### config.mk
export PLATFORM = sky130hd
export DESIGN_NAME = cla_pipe_adder
export DESIGN_NICKNAME = d
export VERILOG_FILES = /design/src/rtl/cla_pipe_adder.sv
export SDC_FILE = /design/constraint.sdc
export NUM_CORES = 1
export LEC_CHECK = 0
export CAP_MARGIN = 15
export CORE_UTILIZATION = 50
export DETAILED_ROUTE_END_ITERATION = 8
export GPL_TIMING_DRIVEN = 0
export PLACE_DENSITY = 0.77
export SETUP_SLACK_MARGIN = 0.1
export SLEW_MARGIN = 20
export SYNTH_ARGS = -nofsm -noshare
export SYNTH_HDL_FRONTEND = slang
export SYNTH_SLANG_ARGS = --single-unit
export TNS_END_PERCENT = 50
### constraint.sdc
create_clock -name clk -period 3 [get_ports clk]
set_clock_uncertainty 0.1 [all_clocks]
set_input_delay 0.45 -clock clk [delete_from_list [all_inputs] [get_ports clk]]
set_output_delay 0.45 -clock clk [all_outputs]
set_load 0.005 [all_outputs]
### src/rtl/cla_pipe_adder.sv
// cla_pipe_adder: pipelined carry-lookahead adder/subtractor with valid/ready flow control.
// Rank 0 latches the operands; stage k adds slice k from rank k into rank k+1.
module cla_pipe_adder #(
  parameter int WIDTH = 16,
  parameter int GROUPS_PER_STAGE = 1
) (
  input  logic             clk,
  input  logic             rst,
  input  logic             in_valid,
  output logic             in_ready,
  input  logic [WIDTH-1:0] a,
  input  logic [WIDTH-1:0] b,
  input  logic             cin,
  input  logic             sub,
  output logic             out_valid,
  input  logic             out_ready,
  output logic [WIDTH-1:0] sum,
  output logic             cout,
  output logic             ovf
);
  localparam int G = GROUPS_PER_STAGE;
  localparam int SW = 4 * G;
  localparam int STAGES = WIDTH / SW;
  logic [STAGES:0]   r_v;
  logic [STAGES:0]   r_c;
  logic [WIDTH-1:0]  r_a [0:STAGES-1];
  logic [WIDTH-1:0]  r_b [0:STAGES-1];
  logic [WIDTH-1:0]  r_s [0:STAGES];
  logic              r_ovf;
  logic              w_adv;
  logic [WIDTH-1:0]  w_sum;
  logic [STAGES-1:0] w_co;
  logic              w_cm;
  assign w_adv = ~r_v[STAGES] | out_ready;
  assign in_ready = w_adv;
  assign out_valid = r_v[STAGES];
  assign sum = r_s[STAGES];
  assign cout = r_c[STAGES];
  assign ovf = r_ovf;
  for (genvar k = 0; k < STAGES; k++) begin : g_st
    logic [G:0] w_c;
    assign w_c[0] = r_c[k];
    assign w_co[k] = w_c[G];
    for (genvar j = 0; j < G; j++) begin : g_grp
      localparam int L = k * SW + j * 4;
      logic [3:0] w_g, w_p;
      logic [4:0] w_k;
      assign w_g = r_a[k][L+:4] & r_b[k][L+:4];
      assign w_p = r_a[k][L+:4] ^ r_b[k][L+:4];
      assign w_k[0] = w_c[j];
      assign w_k[1] = w_g[0] | (w_p[0] & w_k[0]);
      assign w_k[2] = w_g[1] | (w_p[1] & w_g[0]) | (&w_p[1:0] & w_k[0]);
      assign w_k[3] = w_g[2] | (w_p[2] & w_g[1]) | (&w_p[2:1] & w_g[0]) | (&w_p[2:0] & w_k[0]);
      assign w_k[4] = w_g[3] | (w_p[3] & w_g[2]) | (&w_p[3:2] & w_g[1]) | (&w_p[3:1] & w_g[0])
                    | (&w_p & w_k[0]);
      assign w_sum[L+:4] = w_p ^ w_k[3:0];
      assign w_c[j+1] = w_k[4];
      // the top group also exposes the carry into the MSB for overflow
      if (L + 4 == WIDTH) begin : g_msb
        assign w_cm = w_k[3];
      end
    end
  end
  always_ff @(posedge clk) begin
    if (rst) begin
      r_v <= '0;
      r_s[STAGES] <= '0;
      r_c[STAGES] <= 1'b0;
      r_ovf <= 1'b0;
    end else if (w_adv) begin
      r_v <= {r_v[STAGES-1:0], in_valid};
      r_a[0] <= a;
      r_b[0] <= sub ? ~b : b;
      r_c[0] <= sub | cin;
      r_s[0] <= '0;
      for (int k = 1; k < STAGES; k++) begin
        r_a[k] <= r_a[k-1];
        r_b[k] <= r_b[k-1];
      end
      for (int k = 0; k < STAGES; k++) begin
        r_s[k+1] <= r_s[k];
        r_s[k+1][k*SW+:SW] <= w_sum[k*SW+:SW];
        r_c[k+1] <= w_co[k];
      end
      r_ovf <= w_cm ^ w_co[STAGES-1];
    end
  end
endmodule

# After elaboration in Yosys (flattened, before gate mapping)
# Memory sizes are Yosys's and may differ from the RTL's.
# Index checks and enable logic that the tools add are counted.
[totals]
ramBits = 208
mem_count = 3
wordCells = 146
in_bits = 38
regBits = 11
out_inout_bits = 20
[op_classes]
bitwise = 103
reduce_logical = 25
mux = 11
[memory_table]
columns = ["name", "depth", "word_bits", "read_ports", "rd_clocked_by_memory_dff", "write_ports", "line_no", "rtl"]
rows = [
  ["r_s", 5, 16, 5, 0, 5, "28", "logic [WIDTH-1:0] r_s [0:STAGES];"],
  ["r_a", 4, 16, 4, 0, 4, "26", "logic [WIDTH-1:0] r_a [0:STAGES-1];"],
  ["r_b", 4, 16, 4, 0, 4, "27", "logic [WIDTH-1:0] r_b [0:STAGES-1];"],
]
[op_table]
columns = ["operator", "n"]
rows = [
  ["OR 1 bit", 47],
  ["bitwise AND 1 bit", 40],
  ["two-way mux 16 bit", 2],
  ["XOR 4 bit", 8],
  ["AND reduction 2 bit", 13],
  ["AND reduction 3 bit", 8],
  ["bitwise AND 4 bit", 4],
  ["two-way mux 4 bit", 4],
  ["inverter 16 bit", 1],
  ["AND reduction 4 bit", 4],
  ["two-way mux 1 bit", 5],
  ["inverter 1 bit", 2],
  ["XOR 1 bit", 1],
]

# Logic depth before layout (Yosys ltp)
[logic_depth]
word_depth = 7
depth_mapped = 8
depth_no_buf = 6

# Worst setup path after synthesis
# No wires, ideal clock.
[synth_timing]
path_type = "input to register"
from = "in rst"
to = "mem r_a[0][0], enable pin"
path_stages = 4
setup_ns = 0.382
path_buffers = 2
arrival_ns = 1.413
t_required_ns = 2.518
slack_ns = 1.105
cell_sequence = "buf_4 -> nand2b_4 -> inv_4 -> buf_6"
[synth_rtl]
columns = ["element", "line_no", "rtl"]
rows = [
  ["start: declaration", "8", "input logic rst,"],
  ["end: declaration", "26", ""],
]

# Worst setup path in the final report
[layout_timing]
from = "in out_ready"
to = "out in_ready"
[layout_via]
elab_chain_cells = 1
[layout_rtl]
columns = ["element", "line_no", "rtl"]
rows = [
  ["start: declaration", "16", "input logic out_ready,"],
  ["OR 1 bit", "34", "assign w_adv = ~r_v[STAGES] | out_ready;"],
  ["end: declaration", "10", "output logic in_ready,"],
]
# Every way passes these cells.

==> results <==
- The floorplan step defined a die boundary enclosing ~10000 sq um.
- The weighted congestion reported at the end of routability-driven placement is a little under 0.7.
- The highest clock rate is about 0.44 GHz.
- By count the netlist is led by 124 x sky130_fd_sc_hd__edfxtp_1, 18 x sky130_fd_sc_hd__buf_4, 17 x sky130_fd_sc_hd__xor2_1, 16 x sky130_fd_sc_hd__ha_1, 15 x sky130_fd_sc_hd__nor2_1.
- The critical path buffer and inverter count is 4.
- In the routed design, unresolved DRC markers number 0.
- The DRC violation total after the first TritonRoute iteration is 147.
- The fraction of final layout cells with drive strength greater than 1 is approximately a fifth.
- The post-synthesis mux area share is less than 1%.
- The critical path in this run is classified as in2out.
- The startpoint identified for the worst hold timing path is rst.
- The worst-case IR drop observed on VDD is 457 uV.
- Compared with the post-synthesis result, the final layout area differs by 26.2%.
- The longest individual stage delay on the worst path is around 0.50 ns.
- The initial antenna violation count is 0.
- In the post-synthesis netlist, the biggest area contributors are sky130_fd_sc_hd__edfxtp_1 74%, sky130_fd_sc_hd__ha_1 4.0%, sky130_fd_sc_hd__xor2_1 3.0%.
- After Yosys synthesis, and, or, nand and nor cells account for under 10% of the synthesized area.
- The share of the synthesized area in the top cell type is ~74%.
- Among the stages of the critical path, the cell type that occurs most often is sky130_fd_sc_hd__clkdlybuf4s50_1.
- After detailed routing, the number of vias per cell comes to between 4 and 5.
- The clock-pin slew of the registers on the worst-case setup and hold paths is 0.06 ns.
- Global routing used 12.8% of the available tracks across all layers.
- The dominant combinational cell family by area after synthesis is adder cells.
- Summing the sequential cell areas from Yosys gives 76.8% of the chip area.
- The post-layout total power is between 4 and 5 mW.
- The number of pins exceeding their max-slew limit in the final report was 0.
- The top fanout value on the critical path is 8.
- Averaged over all synthesized cells, the footprint is approximately 18 sq um.
- The top-level port count is between 50 and 60.
- STA classifies the critical path startpoint as an input pin.
- The net count of the finished layout is 412.
- The first detailed-routing pass took 4 iterations.
- The most repeated cell in the gate-level netlist after synthesis is sky130_fd_sc_hd__edfxtp_1.
- The H-tree was split into 4 levels.
- The die is between 100 and 150 microns wide.
- The power density over the cells is 725 nW/um^2.
- The number of sinks driven by the clock tree is ~130.
- The initial utilization of the core area, before any placement, comes to about half.
- Synthesis produced 280 cells.
- The share of the clock period used by the worst path after layout is 75.1%.
- The number of cell rows is 36.
- The number of hold buffers added after CTS was 0.
- TritonCTS created 17 clock buffers.
- The source of the critical timing path is out_ready.
- Entering global routing, the biggest net connects roughly 120 pins.
- The number of unique standard cell types used by synthesis is 33.
- At the pin with the least slew margin, the transition time is approximately 0.97 ns.
- For the worst setup path, the data arrival time is between 1.5 and 2 ns.
- The type of the tightest min-delay check is in2reg.
- The clock tree buffer depth is 2.
- The Yosys step of the flow raised 0 warnings.
- The flow ran to the end, and the final reports show no timing, DRC or antenna violations.
- From bottom edge to top edge, the die measures between 100 and 150 microns.
- Traced cell by cell, the critical path runs through clkdlybuf4s50_1 > nor2b_4 > buf_6 > inv_6 > clkdlybuf4s50_1.
- The standard cell with the maximum stage delay on the critical path is sky130_fd_sc_hd__clkdlybuf4s50_1.
- Once detailed placement completed, the half-perimeter wirelength came to between 3000 and 4000 microns.
- The detail-routed net length per standard cell is between 10 and 15 microns.
- The tool flagged a number of max-cap violations equal to 0.
- Summing the areas of all compound-gate instances in the mapped netlist gives under 10% of the synthesized area.
- At the worst endpoint, the required time is approximately 2.5 ns.
- The fraction of the mapped netlist area in adder cells is 5.57%.
- The synthesis-stage register bit count is about 130.
- The wire length reported by the detailed router is about 5800 microns.
- Counting flops with a built-in enable in the synthesized netlist gives 124.
- TritonCTS built the clock tree.
- The number of nets in the synthesized netlist is around 340.
- Gates resized during post-CTS repair numbered 0.
- The global-route wire length before repair is 9780 microns.
- The buffers inserted during post-CTS setup optimization is 0.
- The number of global-route vias before repair came to between 2000 and 2500.
- The residual antenna-violating net count after detailed routing is 0.
- The number of antenna diodes in the final layout is 0.
- The area inside the core boundary is between 9000 and 10000 sq um.
- The dominant register cell in the synthesized netlist is sky130_fd_sc_hd__edfxtp_1.
- The clock period minus final worst setup slack is approximately 2.3 ns.
- CTS placed an instance of sky130_fd_sc_hd__clkbuf_8 at the clock tree root.
- The total setup violations reported at the end of the flow is 0.
- The worst setup path is captured at an output port.
- In this run the critical register-to-register path is launched from r_v[4]$_SDFFE_PP0P_.
- The count of buffers from port buffering is 55.
- Of all cell types, the one taking the most synthesized area is sky130_fd_sc_hd__edfxtp_1.
- The cell type group with the largest total delay on the critical path is buffers and inverters.
- Setup repair after global routing left no endpoint under its margin.
- In this run the cell area of the synthesized design comes to just over 5000 sq um.
- Setup total negative slack on the finished layout was measured at 0 ns.
- Measured against its own limit, the worst slew margin works out to between 30% and 40%.
- The count of endpoints failing hold in the final timing report is 0.
- The clock reaches the later pin of the worst-skew pair after roughly 0.50 ns.
- For this run, asynchronously set or reset flops after synthesis account for 0%.
- The overall via count from detail_route is ~2200.
- The xor and xnor fraction of the mapped netlist area is under 10%.
- For this design the static power due to leakage is approximately 2.4 nW.
- The global route total overflow is 0.
flip-flops by register name (all words and copies together), names as in the netlist:
| register | flops |
|---|---|
| ovf | 1 |
| r_a | 40 |
| r_b | 40 |
| r_c | 5 |
| r_s | 40 |
| r_v | 5 |
cell type report:
cell class,instances,area (sq um)
Sequential cell,131,3860
Fill cell,694,3420
Multi-Input combinational cell,118,962
Timing Repair Buffer,55,551
Clock buffer,17,414
Clock inverter,15,190
Tap cell,133,166
Buffer,21,163
Inverter,10,45.0
worst register-to-register path, cell delays in order, from the launching register on:
cell	delay, ns
sky130_fd_sc_hd__dfxtp_1	0.31
sky130_fd_sc_hd__nor2b_4	0.12
sky130_fd_sc_hd__buf_6	0.13
sky130_fd_sc_hd__inv_6	0.08
sky130_fd_sc_hd__nand2b_4	0.08
sky130_fd_sc_hd__inv_4	0.08
sky130_fd_sc_hd__buf_6	0.70
report_power, final:
group          internal [mW]  switching, mW  leakage (nW)  total [mW]
Combinational          0.194          0.141         0.807       0.334
Clock                   1.34          0.716         0.288        2.06
Sequential              2.18         0.0409          1.30        2.22
Total                   3.71          0.898          2.39        4.61
metal layers:
layer	up-vias	share of wire, %	track usage [%]
met5	-	0	0
met4	0	2.0	7.25
met3	12	4.1	3.90
met2	58	52	21.6
met1	1004	42	14.5
li1	1159	-	-
logic make-up (layout without fill, tap and decap cells):
kind of cell,after synthesis,after routing
flops,131,131
simple gates,46,46
buf+inv,31,118
compound gates,26,26
xor+xnor,24,24
fa+ha+maj,20,20
mux,2,2
layout by cell type, fill, tap and decap left out, types with 3 or more instances in the layout:
cell	synthesis	final
sky130_fd_sc_hd__fa_1	4	4
sky130_fd_sc_hd__clkbuf_16	0	16
sky130_fd_sc_hd__clkdlybuf4s50_1	0	55
sky130_fd_sc_hd__a21oi_1	4	4
sky130_fd_sc_hd__ha_1	16	16
sky130_fd_sc_hd__nor2_1	15	15
sky130_fd_sc_hd__xor2_1	17	17
sky130_fd_sc_hd__bufinv_16	0	4
sky130_fd_sc_hd__nand2_1	8	8
sky130_fd_sc_hd__nand2b_1	3	3
sky130_fd_sc_hd__inv_1	8	8
sky130_fd_sc_hd__xnor2_1	7	7
sky130_fd_sc_hd__o21ai_0	6	6
sky130_fd_sc_hd__clkinv_1	0	4
sky130_fd_sc_hd__buf_4	18	18
sky130_fd_sc_hd__and2_4	8	8
sky130_fd_sc_hd__clkinv_4	0	4
sky130_fd_sc_hd__a21o_1	4	4
sky130_fd_sc_hd__dfxtp_1	7	7
sky130_fd_sc_hd__and2_2	5	5
sky130_fd_sc_hd__a211oi_1	7	7
sky130_fd_sc_hd__edfxtp_1	124	124
final timing paths:
kind | end | slack [ns] | depth (start not counted)
worst max-delay path | in_ready | 0.75 | 5
worst min-delay path | r_v[2]$_SDFFE_PP0P_ | 0.07 | 2
worst max register to register | r_b[2][15]$_DFFE_PP_ | 0.94 | 6
worst min register to register | r_a[1][4]$_DFFE_PP_ | 0.31 | 0
through the flow:
step | hold slack, ns | utilization, % | cell area (sq um) | std cells | setup slack [ns]
global route | 0.0661 | 65.0 | 6350 | 500 | 0.710
CTS | 0.0519 | 65.0 | 6350 | 500 | 0.744
detailed placement | 0.305 | 58.8 | 5750 | 468 | 0.357
floorplan | 0.300 | - | 5030 | 280 | 1.11
finish | 0.0729 | 65.0 | 6350 | 500 | 0.748
global placement | 0.301 | 58.8 | 5750 | 468 | 0.371
(Power assumes the default switching activity.)
